[config.mk]
export PLATFORM = sky130hd
export DESIGN_NAME = usp_req_scheduler
export DESIGN_NICKNAME = d
export VERILOG_FILES = /design/src/rtl/usp_sched_pkg.sv /design/src/rtl/rr_pick.sv /design/src/rtl/usp_req_scheduler.sv
export SDC_FILE = /design/constraint.sdc
export NUM_CORES = 1
export LEC_CHECK = 0
export ABC_CLOCK_PERIOD_IN_PS = 2450
export CAP_MARGIN = 20
export CELL_PAD_IN_SITES_DETAIL_PLACEMENT = 0
export CELL_PAD_IN_SITES_GLOBAL_PLACEMENT = 1
export CORE_UTILIZATION = 39
export CTS_CLUSTER_SIZE = 30
export DETAILED_ROUTE_END_ITERATION = 8
export MAX_ROUTING_LAYER = met4
export PLACE_DENSITY = 0.86
export SYNTH_ARGS = -nofsm -noshare
export SYNTH_HDL_FRONTEND = slang
export SYNTH_HIERARCHICAL = 1
export SYNTH_SLANG_ARGS = --single-unit
[constraint.sdc]
create_clock -name clk -period 2.45 [get_ports clk]
set_clock_uncertainty 0.1 [all_clocks]
set_input_delay 0.245 -clock clk [delete_from_list [all_inputs] [get_ports clk]]
set_output_delay 0.245 -clock clk [all_outputs]
set_load 0.01 [all_outputs]
[src/rtl/usp_sched_pkg.sv]
// Shared types and defaults for the USP request scheduler.
package usp_sched_pkg;

  typedef enum logic [1:0] {
    ST_IDLE  = 2'd0,
    ST_ISSUE = 2'd1,
    ST_WAIT  = 2'd2,
    ST_RESP  = 2'd3
  } state_t;

  localparam logic KIND_REG  = 1'b0;
  localparam logic KIND_AUTH = 1'b1;

  localparam int TIMEOUT_CYC_DEF = 16;
  localparam int MAX_RETRY_DEF   = 1;

endpackage

[src/rtl/rr_pick.sv]
// Combinational round-robin picker: first set request at or above rr_ptr, wrapping.
module rr_pick #(
  parameter int N_REQ = 4,
  parameter int IDX_W = $clog2(N_REQ)
) (
  input  logic [N_REQ-1:0] req,
  input  logic [IDX_W-1:0] rr_ptr,
  output logic [IDX_W-1:0] idx,
  output logic             any
);

  function automatic logic [IDX_W-1:0] wrap_add(input logic [IDX_W-1:0] base, input int off);
    int sum;
    sum = int'(base) + off;
    if (sum >= N_REQ) sum -= N_REQ;
    return sum[IDX_W-1:0];
  endfunction

  // Scan from the farthest offset down so the nearest requester wins last.
  always_comb begin
    // NOTE: defaults first so every path assigns both outputs and no latch is inferred.
    idx = '0;
    any = 1'b0;
    for (int k = N_REQ - 1; k >= 0; k--) begin
      if (req[wrap_add(rr_ptr, k)]) begin
        idx = wrap_add(rr_ptr, k);
        any = 1'b1;
      end
    end
  end

endmodule

[src/rtl/usp_req_scheduler.sv]
// Round-robin scheduler sharing the USP verify/registration datapath among N_REQ requesters,
// with timeout/retry, per-requester response pulses and a registration bitmap.
module usp_req_scheduler
  import usp_sched_pkg::*;
#(
  parameter int N_REQ       = 4,
  parameter int IDX_W       = $clog2(N_REQ),
  parameter int TIMEOUT_CYC = TIMEOUT_CYC_DEF,
  parameter int MAX_RETRY   = MAX_RETRY_DEF
) (
  input  logic             clk,
  input  logic             reset,
  input  logic [N_REQ-1:0] req,
  input  logic [N_REQ-1:0] req_kind,
  output logic [N_REQ-1:0] gnt,
  output logic             usp_start,
  output logic             usp_kind,
  output logic [IDX_W-1:0] usp_sel,
  input  logic             usp_done,
  input  logic             usp_pass,
  output logic [N_REQ-1:0] rsp_valid,
  output logic             rsp_pass,
  output logic             rsp_timeout,
  output logic [N_REQ-1:0] reg_map,
  output logic             busy
);

  localparam int TMO_W = $clog2(TIMEOUT_CYC + 1);
  localparam int RTY_W = (MAX_RETRY < 1) ? 1 : $clog2(MAX_RETRY + 1);

  state_t           state;
  logic [IDX_W-1:0] idx_q;
  logic [IDX_W-1:0] rr_ptr;
  logic             kind_q;
  logic             rej_q;
  logic [TMO_W-1:0] tmo_cnt;
  logic [RTY_W-1:0] retry_cnt;

  logic [IDX_W-1:0] pick_idx;
  logic             pick_any;
  logic             pick_kind;
  logic             pick_rej;

  rr_pick #(
    .N_REQ(N_REQ),
    .IDX_W(IDX_W)
  ) u_rr_pick (
    .req   (req),
    .rr_ptr(rr_ptr),
    .idx   (pick_idx),
    .any   (pick_any)
  );

  // An auth from an unregistered requester is answered locally, never reaching the USP.
  assign pick_kind = req_kind[pick_idx];
  assign pick_rej  = (pick_kind == KIND_AUTH) && !reg_map[pick_idx];

  function automatic logic [N_REQ-1:0] onehot(input logic [IDX_W-1:0] i);
    onehot    = '0;
    onehot[i] = 1'b1;
  endfunction

  // NOTE: sequential state uses non-blocking assignments so every register samples pre-edge values.
  always_ff @(posedge clk or posedge reset) begin
    if (reset) begin
      state       <= ST_IDLE;
      idx_q       <= '0;
      rr_ptr      <= '0;
      kind_q      <= 1'b0;
      rej_q       <= 1'b0;
      tmo_cnt     <= '0;
      retry_cnt   <= '0;
      gnt         <= '0;
      usp_start   <= 1'b0;
      usp_kind    <= 1'b0;
      usp_sel     <= '0;
      rsp_valid   <= '0;
      rsp_pass    <= 1'b0;
      rsp_timeout <= 1'b0;
      reg_map     <= '0;
      busy        <= 1'b0;
    end else begin
      usp_start <= 1'b0;
      rsp_valid <= '0;
      case (state)
        ST_IDLE: begin
          if (pick_any) begin
            idx_q     <= pick_idx;
            kind_q    <= pick_kind;
            rej_q     <= pick_rej;
            gnt       <= onehot(pick_idx);
            usp_sel   <= pick_idx;
            usp_kind  <= pick_kind;
            usp_start <= !pick_rej;
            busy      <= 1'b1;
            state     <= ST_ISSUE;
          end
        end
        ST_ISSUE: begin
          tmo_cnt <= '0;
          if (rej_q) begin
            rsp_valid   <= onehot(idx_q);
            rsp_pass    <= 1'b0;
            rsp_timeout <= 1'b0;
            state       <= ST_RESP;
          end else begin
            state <= ST_WAIT;
          end
        end
        ST_WAIT: begin
          // A completion on the final timeout cycle takes priority over the timeout.
          if (usp_done) begin
            rsp_valid   <= onehot(idx_q);
            rsp_pass    <= usp_pass;
            rsp_timeout <= 1'b0;
            state       <= ST_RESP;
          end else if (tmo_cnt == TMO_W'(TIMEOUT_CYC - 1)) begin
            if (retry_cnt < RTY_W'(MAX_RETRY)) begin
              retry_cnt <= retry_cnt + 1'b1;
              usp_start <= 1'b1;
              state     <= ST_ISSUE;
            end else begin
              rsp_valid   <= onehot(idx_q);
              rsp_pass    <= 1'b0;
              rsp_timeout <= 1'b1;
              state       <= ST_RESP;
            end
          end else begin
            tmo_cnt <= tmo_cnt + 1'b1;
          end
        end
        ST_RESP: begin
          if (kind_q == KIND_REG && rsp_pass) reg_map[idx_q] <= 1'b1;
          rr_ptr    <= (idx_q == IDX_W'(N_REQ - 1)) ? '0 : idx_q + 1'b1;
          retry_cnt <= '0;
          gnt       <= '0;
          busy      <= 1'b0;
          state     <= ST_IDLE;
        end
        default: state <= ST_IDLE;
      endcase
    end
  end

endmodule

# Word level (Yosys, flattened, before mapping)
# Cells that the tools add are included.
[word_totals] output_inout_bits=19 inputBits=12 ff_bits=30 ramBits=0 rom_bits=0 memories=0 latch_bits=0
[classes] order_cmp=13 reduce_logical=17 n_addsub=10 mul=0 muxes=65 bitwise=2 div=0 n_eq_ne=13 shifts=0
[ops] cell="$mux 1" count=28
[ops] cell="$mux 2" count=13
[ops] cell="$mux 4" count=5
[ops] cell="$lt 2x3->1 const B" count=6
[ops] cell="$pmux 4 s2" count=2
[ops] cell="$bmux 1 s2" count=6
[ops] cell="$ne 2x2->1 const B" count=6
[ops] cell="$mux 5" count=2
[ops] cell="$pmux 1 s2" count=5
[ops] cell="$pmux 5 s2" count=1
[ops] cell="$ge 3x3->1 const B" count=3
[ops] cell="$pmux 2 s4" count=1
[ops] cell="$reduce_and 2->1" count=4
[ops] cell="$reduce_and 4->1" count=2
[ops] cell="$sub 2x1->2 const B" count=4
[ops] cell="$add 2x2->3 const B" count=2
[ops] cell="$eq 2x2->1 const B" count=3
[ops] cell="$ne 3x3->1 const B" count=2
[ops] cell="$reduce_bool 2->1" count=3
[ops] cell="$add 5x1->5 const B" count=1
[ops] cell="$eq 5x4->1 const B" count=1
[ops] cell="$demux 1 s2" count=2
[ops] cell="$ge 2x1->1 const B" count=2
[ops] cell="$logic_and 1x1->1" count=4
[ops] cell="11 further kinds" count=12

# Depth between registers and ports, before layout
# Gate-level depths: netlist (run 1).
[depth] word_depth=16 mapped_depth=7 ltp_nobuf=7

# Cells and area by module
# The synthesis (run 1) kept the hierarchy.
[by_module_without_submodules] mod="usp_req_scheduler" area_each_um2=1493.9 cells_per_inst=136 instances=1 seq_area_each_um2=750.7
[by_module_without_submodules] mod="rr_pick" area_each_um2=77.6 cells_per_inst=13 instances=1 seq_area_each_um2=0.0

# Least setup slack after synthesis (run 1)
# No wires, ideal clock.
[synth_timing] path_kind="reg2reg" from="register rr_ptr[1]" to="register rej_q" path_buffers=1 path_stages_with_launch=7 period_less_slack_ns=2.008 arrival_ns=1.784 setup_slack_ns=0.442 path_cell_list="dfrtp_1 mux2i_1 a211oi_2 buf_6 mux4_2 nor2b_4 mux2_2"
[synth_between] elab_chain_len=13 elab_cells_between_ends=38 classes_between="7 x add/sub; 4 x order compare; 24 x mux; 3 x reduce/logical"
[synth_lines] element="from (decl)" line_no="usp_req_scheduler.sv:33" source="logic [IDX_W-1:0] rr_ptr;"
[synth_lines] element="from (signal assigned)" line_no="usp_req_scheduler.sv:134" source="rr_ptr <= (idx_q == IDX_W'(N_REQ - 1)) ? '0 : idx_q + 1'b1;"
[synth_lines] element="$add 2x2->3" line_no="rr_pick.sv:14" source="sum = int'(base) + off;"
[synth_lines] element="$ge 3x3->1 or $sub 2x1->2 (tied branches)" line_no="rr_pick.sv:15" source="if (sum >= N_REQ) sum -= N_REQ;"
[synth_lines] element="$mux 2" line_no="rr_pick.sv:15"
[synth_lines] element="$bmux 1 s2" line_no="rr_pick.sv:25" source="if (req[wrap_add(rr_ptr, k)]) begin"
[synth_lines] element="$mux 1 (not written as such)" line_no="rr_pick.sv:25"
[synth_lines] element="$mux 2 (3 in series)" line_no="rr_pick.sv:25"
[synth_lines] element="$mux 2 (*)" line_no="rr_pick.sv:25"
[synth_lines] element="named net pick_idx[0]" line_no="usp_req_scheduler.sv:39" source="logic [IDX_W-1:0] pick_idx;"
[synth_lines] element="$bmux 1 s2" line_no="usp_req_scheduler.sv:56" source="assign pick_rej = (pick_kind == KIND_AUTH) && !reg_map[pick_idx];"
[synth_lines] element="$mux 1 (not written as such)" line_no="usp_req_scheduler.sv:56"
[synth_lines] element="$logic_not 1->1" line_no="usp_req_scheduler.sv:56"
[synth_lines] element="$logic_and 1x1->1 (*)" line_no="usp_req_scheduler.sv:56"
[synth_lines] element="to (signal assigned)" line_no="usp_req_scheduler.sv:90" source="rej_q <= pick_rej;"
[synth_lines] element="to (decl)" line_no="usp_req_scheduler.sv:35" source="logic rej_q;"
# The timed path passes the listed nets; every way through them passes the cells marked *. The select of a mux whose other input is x is not followed.
# A chain may end at the register's enable or synchronous reset.

# Final worst setup path (run 1)
[layout_timing] from="input req[3]" to="register usp_start"
[layout_between] elab_chain_len=13 elab_cells_between_ends=25 classes_between="22 x mux; 3 x reduce/logical"
[layout_lines] element="from (decl)" line_no="usp_req_scheduler.sv:13" source="input logic [N_REQ-1:0] req,"
[layout_lines] element="$bmux 1 s2" line_no="rr_pick.sv:25"
[layout_lines] element="$mux 1 (not written as such)" line_no="rr_pick.sv:25"
[layout_lines] element="$mux 2 (3 in series)" line_no="rr_pick.sv:25"
[layout_lines] element="$mux 2 (*)" line_no="rr_pick.sv:25"
[layout_lines] element="named net pick_idx[0]" line_no="usp_req_scheduler.sv:39"
[layout_lines] element="$bmux 1 s2" line_no="usp_req_scheduler.sv:56"
[layout_lines] element="$mux 1 (not written as such)" line_no="usp_req_scheduler.sv:56"
[layout_lines] element="$logic_not 1->1" line_no="usp_req_scheduler.sv:56"
[layout_lines] element="$logic_and 1x1->1 (*)" line_no="usp_req_scheduler.sv:56"
[layout_lines] element="$logic_not 1->1 (*)" line_no="usp_req_scheduler.sv:94" source="usp_start <= !pick_rej;"
[layout_lines] element="$mux 1 (*)" line_no="usp_req_scheduler.sv:87" source="if (pick_any) begin"
[layout_lines] element="$pmux 1 s2 (*)" line_no="usp_req_scheduler.sv:85" source="case (state)"
[layout_lines] element="to (signal assigned)" line_no="usp_req_scheduler.sv:94"
[layout_lines] element="to (decl)" line_no="usp_req_scheduler.sv:16" source="output logic usp_start,"
# Marks and branches as above.

==> summary.txt, run 1 <==
Post-synth net total - 173
Simple-gate area share of the yosys netlist - 0.140
Multiplexer share of the synthesized area - 0.0844
Cells after Synth - 149
Mapped Avg Cell Area - 10.5 um^2
CTS sink count - 30
DRC viols - 0
Worst path slowest cell - mux4_2
Hold Vio Cnt, Final - 0
CP max stage delay - 0.53 ns
FF+latch count, synth - 30
Drt wl/cell - 14.4 um
Worst-Margin Slew - 0.448 ns
Dominant cells by area after synthesis - dfrtp_1 48%, ha_1 9.6%, o21ai_1 3.2%
CP Depth - 7
Total global-route track usage - 0.193
Worst flop-to-flop path startpoint - rr_ptr[1]$_DFFE_PP0P_
Final setup margin - 0.397 ns
Clock Path Buffers - 2
Site Rows - 22
Top FF cell, synth - dfrtp_1
Slew Viols, Final - 0
Setup slack at placement - 0.0871 ns
Worst VDD drop - 573 uV
Initial core utilization - 0.417
Vias - 1246
CP delay by family, top - buffers and inverters
1st-iter DRT viols - 57
CTS root buf - clkbuf_8
Fin util - 0.540
Largest family of logic cells by synthesized area - compound AO/OA/AOI/OAI gates
Setup crit end - usp_start$_DFF_PP0_
Vias per std cell - 5.28
Synth Area in Adders - 0.0955
Setup crit start - req[3]
Period utilization - 0.838
IO Count - 31
Setup TNS - 0 ns
Clk_lat worst skew - 0.28 ns
Post-Syn Area - 1570 um^2
Largest net degree at the start of global routing - 31
Pwr/cell area - 1170 nW/um^2
Pre-antenna DRT Iters - 4
Antenna Cells - 0
Complex-gate fraction of the synthesized area - 0.158
Initial antenna violation count - 0
Clk slew on worst S/H paths - 0.07 ns
R2R depth - 6
Flop2flop setup slack - 0.40 ns
Critical-path cell list - clkdlybuf4s50_1 -> mux2i_1 -> a211oi_2 -> buf_4 -> mux4_2 -> nor2b_4 -> o22ai_1
Die H - 65.5 um
Sequential fraction of the synthesis area - 0.478
Final setup viols - 0
Final wirelength - 3410 um
Setup crit end kind - register
Post-synth EDFFs - 0
Area Growth Syn to Fin - 29.6%
Max_cap viols - 0
Fraction of registers with async set/reset - 1.00
HPWL Detailed - 2550 um
Post-synth cell types - 36
# fillers - 324
PostCTS Resize Cnt - 0
Status - finished, final reports clean
Grt ovf - 0
Yosys warnings - 6
NumNets Final - 211
TritonCTS clock tree - yes
CTS Hold Bufs - 0
Share of cells above drive strength 1 - 0.106
Leak pwr - 0.000946 uW
RSZ-0062 raised after global routing - no
RePlAce Congestion - 0.774
Die Wd - 65.5 um
Fmax - 487 MHz
WP data arrival - 2.12 ns
Area of the die - 4290 um^2
Startpoint types - input port
Crit path kind - input port to register
Hold Crit Class - input port to async pin
Yosys top cell area share - 0.478
Worst path buffer plus inverter count - 2
Area leader, netlist - dfrtp_1
# H-tree levels - 2
Worst relative slew slack - 0.701
Final worst path period need - 2.05 ns
TritonCTS Buffers - 5
Vias in the first global route - 1263
XOR/XNOR share of the synthesized area - 0
Core Box Area - 3770 um^2
R2R Path End - usp_start$_DFF_PP0_
CP required - 2.51 ns
Global-route wire length before repair - 6020 um
CP Max Fanout - 6
Setup repair bufs after CTS - 0
Port bufs - 30
Antenna-violating nets left - 0
[how the worst min path moves through the flow]
stage	start	to	slack [ns]	depth (start not counted)
after floorplan	reset	busy$_DFFE_PP0P_	0.24	1
after global placement	rsp_timeout$_DFFE_PP0P_	rsp_timeout$_DFFE_PP0P_	0.38	1
after detailed placement	rsp_timeout$_DFFE_PP0P_	rsp_timeout$_DFFE_PP0P_	0.38	1
after CTS	reset	rej_q$_DFFE_PP0P_	0.25	3
after global routing	reset	rsp_valid[0]$_DFF_PP0_	0.32	3
final	reset	rsp_valid[0]$_DFF_PP0_	0.23	3
[kinds of logic (layout without fill, tap and decap cells)]
group                      after synthesis  count (layout)
and+or+nand+nor                         42              42
muxes                                   10              10
adders and majority gates               12              12
AOI/OAI and AO/OA                       39              39
buffers and inverters                   16              55
DFF                                     30              30
[per-stage QoR]
stage	hold slack, ns	power [uW]	area [um^2]	instances
after detailed placement	0.379	1970	1940	228
after floorplan	0.236	1540	1570	149
final	0.233	2380	2040	236
after global placement	0.376	1930	1940	228
after CTS	0.251	2390	2040	236
after global routing	0.324	2570	2040	236
[layout by cell type (no fill, tap or decap), drive strengths merged]
cell type      instances
mux2i                  2
o22a                   1
o31a                   1
inv                   13
a21boi                 2
clkinv                 1
o31ai                  1
nor2b                  3
a31oi                  1
and3                   5
a22o                   3
nand4b                 1
o21ai                 14
dfrtp                 30
nor2                  10
nand3                  3
nand2b                 3
nand3b                 1
buf                    4
nor3b                  2
a21o                   4
clkinvlp               1
mux4                   2
a21oi                  6
mux2                   6
nand4                  3
a211oi                 2
nand2                 11
o22ai                  3
clkbuf                 6
clkdlybuf4s50         30
o21a                   1
ha                    12
[area by class of cell]
| cell class | instances | area, um^2 | share of cell area |
|---|---|---|---|
| inverters | 13 | 48.8 | 0.0240 |
| multi-input cells | 103 | 752 | 0.369 |
| repair buffers | 34 | 330 | 0.162 |
| flip-flops and latches | 30 | 751 | 0.369 |
| clock buffers | 6 | 82.6 | 0.0405 |
| well taps | 48 | 60.1 | 0.0295 |
| clock inverters | 2 | 12.5 | 0.00614 |
[tightest hold or removal path: stages]
cell and delay, ns:
clkdlybuf4s50_1 0.39, inv_1 0.05, buf_4 0.34
[Yosys cell counts, drive strengths merged, types with 2 or more instances]
| cell | n |
|---|---|
| mux2i | 2 |
| and3 | 5 |
| a21oi | 6 |
| buf | 2 |
| ha | 12 |
| nor3b | 2 |
| a22o | 3 |
| nor2b | 3 |
| a21o | 4 |
| nor2 | 10 |
| mux4 | 2 |
| nand2b | 3 |
| o22ai | 3 |
| inv | 13 |
| mux2 | 6 |
| a21boi | 2 |
| nand2 | 11 |
| a211oi | 2 |
| o21ai | 14 |
| dfrtp | 30 |
| nand3 | 3 |
| nand4 | 3 |
[metal layers]
metal | vias up | global-route usage | part of all wire
met5 | - | - | 0
met4 | 0 | 0.0788 | 0.017
met3 | 5 | 0.0365 | 0.024
met2 | 22 | 0.309 | 0.51
met1 | 614 | 0.239 | 0.45
li1 | 605 | - | -
[state kept, by name (all words and copies together), names as in the netlist]
signal,count
busy,1
gnt,4
idx_q,2
kind_q,1
reg_map,4
rej_q,1
retry_cnt,1
rr_ptr,2
rsp_pass,1
rsp_timeout,1
rsp_valid,4
state,2
tmo_cnt,5
usp_start,1
[where the power goes]
| part | switching [uW] | total [uW] | internal [uW] |
|---|---|---|---|
| logic | 559 | 1130 | 569 |
| clock network | 192 | 418 | 225 |
| registers | 161 | 833 | 672 |
| total | 913 | 2380 | 1470 |
Power figures use the tool's default switching activity.
==> run 2, diff against run 1 <==
- ABC_CLOCK_PERIOD_IN_PS: 2450 -> 1700
- CORE_UTILIZATION: 39 -> 35
- PLACE_DENSITY: 0.86 -> 0.82
- clock period: 2.45 -> 1.7 ns (I/O delays scaled with it)
==> run 2 against run 1 <==
Effect of this change: the flow now finishes with violations (negative setup slack); clock power rose by 46%; sequential share of layout area fell by 4.0 points; routed wire length rose by 15%; register-to-register slack got worse by 0.72 ns; largest cell class unchanged; largest power group unchanged.
==> summary.txt, run 2 (same netlist as run 1, synthesis figures left out) <==
Max FFs per register - 5
CTS sink count - 30
Antenna Cells - 0
# fillers - 386
Final Total Pwr - 3780 uW
WP data arrival - 2.10 ns
Hold Crit Class - input port to async pin
M2 GR Usage - 0.285
Worst VDD drop - 823 uV
Port bufs - 30
Hold Slack - 0.159 ns
Clk_lat worst skew - 0.29 ns
Die H - 69.0 um
Flop2flop setup slack - -0.33 ns
Period utilization - 1.19
NumNets Final - 229
Max_cap viols - 0
1st-iter DRT viols - 76
Largest Register - tmo_cnt
# H-tree levels - 2
Hold Vio Cnt, Final - 0
Total global-route track usage - 0.176
Share of cells above drive strength 1 - 0.267
Vias - 1341
Setup TNS - -0.994 ns
Clock Path Buffers - 2
TritonCTS Buffers - 5
Final worst path period need - 2.03 ns
Drt wl/cell - 15.2 um
GRT Max-Usage Layer - met2
Global-route wire length before repair - 6370 um
Core Box Area - 4320 um^2
Most common cell after layout, fill and taps aside - dfrtp_1
IO Count - 31
Worst-Margin Slew - 0.399 ns
Failing checks - negative setup slack
RePlAce Congestion - 0.831
Area Growth Syn to Fin - 45.4%
Placed cells - 246
CP required - 1.78 ns
Slew Viols, Final - 0
Vias per std cell - 5.20
DRC viols - 0
Setup crit start - rr_ptr[1]$_DFFE_PP0P_
Worst flop-to-flop path startpoint - rr_ptr[1]$_DFFE_PP0P_
Startpoint types - register
Worst relative slew slack - 0.734
Fmax - 493 MHz
CTS Hold Bufs - 0
Met1 Usage GRT - 0.200
RSZ-0062 raised after global routing - yes
Site Rows - 24
Antenna-violating nets left - 0
TritonCTS clock tree - yes
Initial antenna violation count - 0
Final wirelength - 3930 um
Grt ovf - 0
Crit path kind - register to register
CP Max Fanout - 4
Clk slew on worst S/H paths - 0.07 ns
Pre-antenna DRT Iters - 4
Vias in the first global route - 1360
HPWL Detailed - 2800 um
Met3 Track Usage GR - 0.0526
Final setup margin - -0.327 ns
Post-route non-filler standard cell count - 258
Status - finished, violations left
Commonest cells after routing, fill and taps aside - 30 x dfrtp_1, 28 x clkdlybuf4s50_1, 20 x buf_4
Largest net degree at the start of global routing - 31
Initial core utilization - 0.363
Area of the die - 4760 um^2
Final setup viols - 6
Pwr/cell area - 1650 nW/um^2
Setup crit end kind - register
Leak pwr - 0.00107 uW
Die Wd - 69.0 um
CTS root buf - clkbuf_8
[run 2: cell types whose count changed in the layout (fill, tap and decap cells not counted), sizes merged]
cell           previous run  this run
dlymetal6s2s              0         2
clkdlybuf4s50            30        28
buf                       4        22
[run 2: final timing paths]
path                                     endpoint  depth (start not counted)
hold / removal             tmo_cnt[2]$_DFFE_PP0P_                          3
hold reg to reg                gnt[2]$_DFFE_PP0P_                          1
max in group asynchronous    state[1]$_DFFE_PP0P_                          3
setup / recovery                rej_q$_DFFE_PP0P_                          6
setup reg to reg                rej_q$_DFFE_PP0P_                          6
min in group clk             rsp_pass$_DFFE_PP0P_                          3
[run 2: layout make-up]
class,count,area [um^2],share of cell area
sequential,30,751,0.329
timing repair buffer,52,478,0.209
clock inverter,2,12.5,0.00548
multi-input combinational,103,847,0.371
tap,52,65.1,0.0285
clock buffer,6,82.6,0.0361
inverter,13,48.8,0.0214
[run 2: routing by layer]
layer | vias to the layer above | part of all wire
li1 | 637 | -
met4 | 0 | 0.028
met5 | - | 0
met2 | 41 | 0.50
met1 | 653 | 0.42
met3 | 10 | 0.051
[run 2: what timing repair did]
action                     4_1_cts  5_1_grt
cloned                           0        0
setup buffers                    2        2
setup endpoints to repair        9       20
pin swaps                        3       10
gates resized for setup          3       18
[run 2: worst max-delay path, stage by stage, from the launching register on]
cell and delay [ns]:
dfrtp_1 0.41, nand2b_4 0.16, a21oi_4 0.06, a211oi_4 0.26, mux4_2 0.54, nor2b_4 0.14, mux2_2 0.25
[run 2: power breakdown]
part | switching [uW] | leakage [uW] | internal, uW
logic | 945 | 0.000629 | 1030
clock network | 286 | 0.0000472 | 325
registers | 226 | 0.000392 | 968
total | 1460 | 0.00107 | 2320
[run 2: per-stage QoR]
stage	util	cell area (um^2)	setup slack, ns
final	0.528	2280	-0.327
after global placement	0.477	2060	-0.492
after floorplan	-	1580	-0.273
after global routing	0.528	2280	-0.411
after detailed placement	0.477	2060	-0.571
after CTS	0.507	2190	-0.310
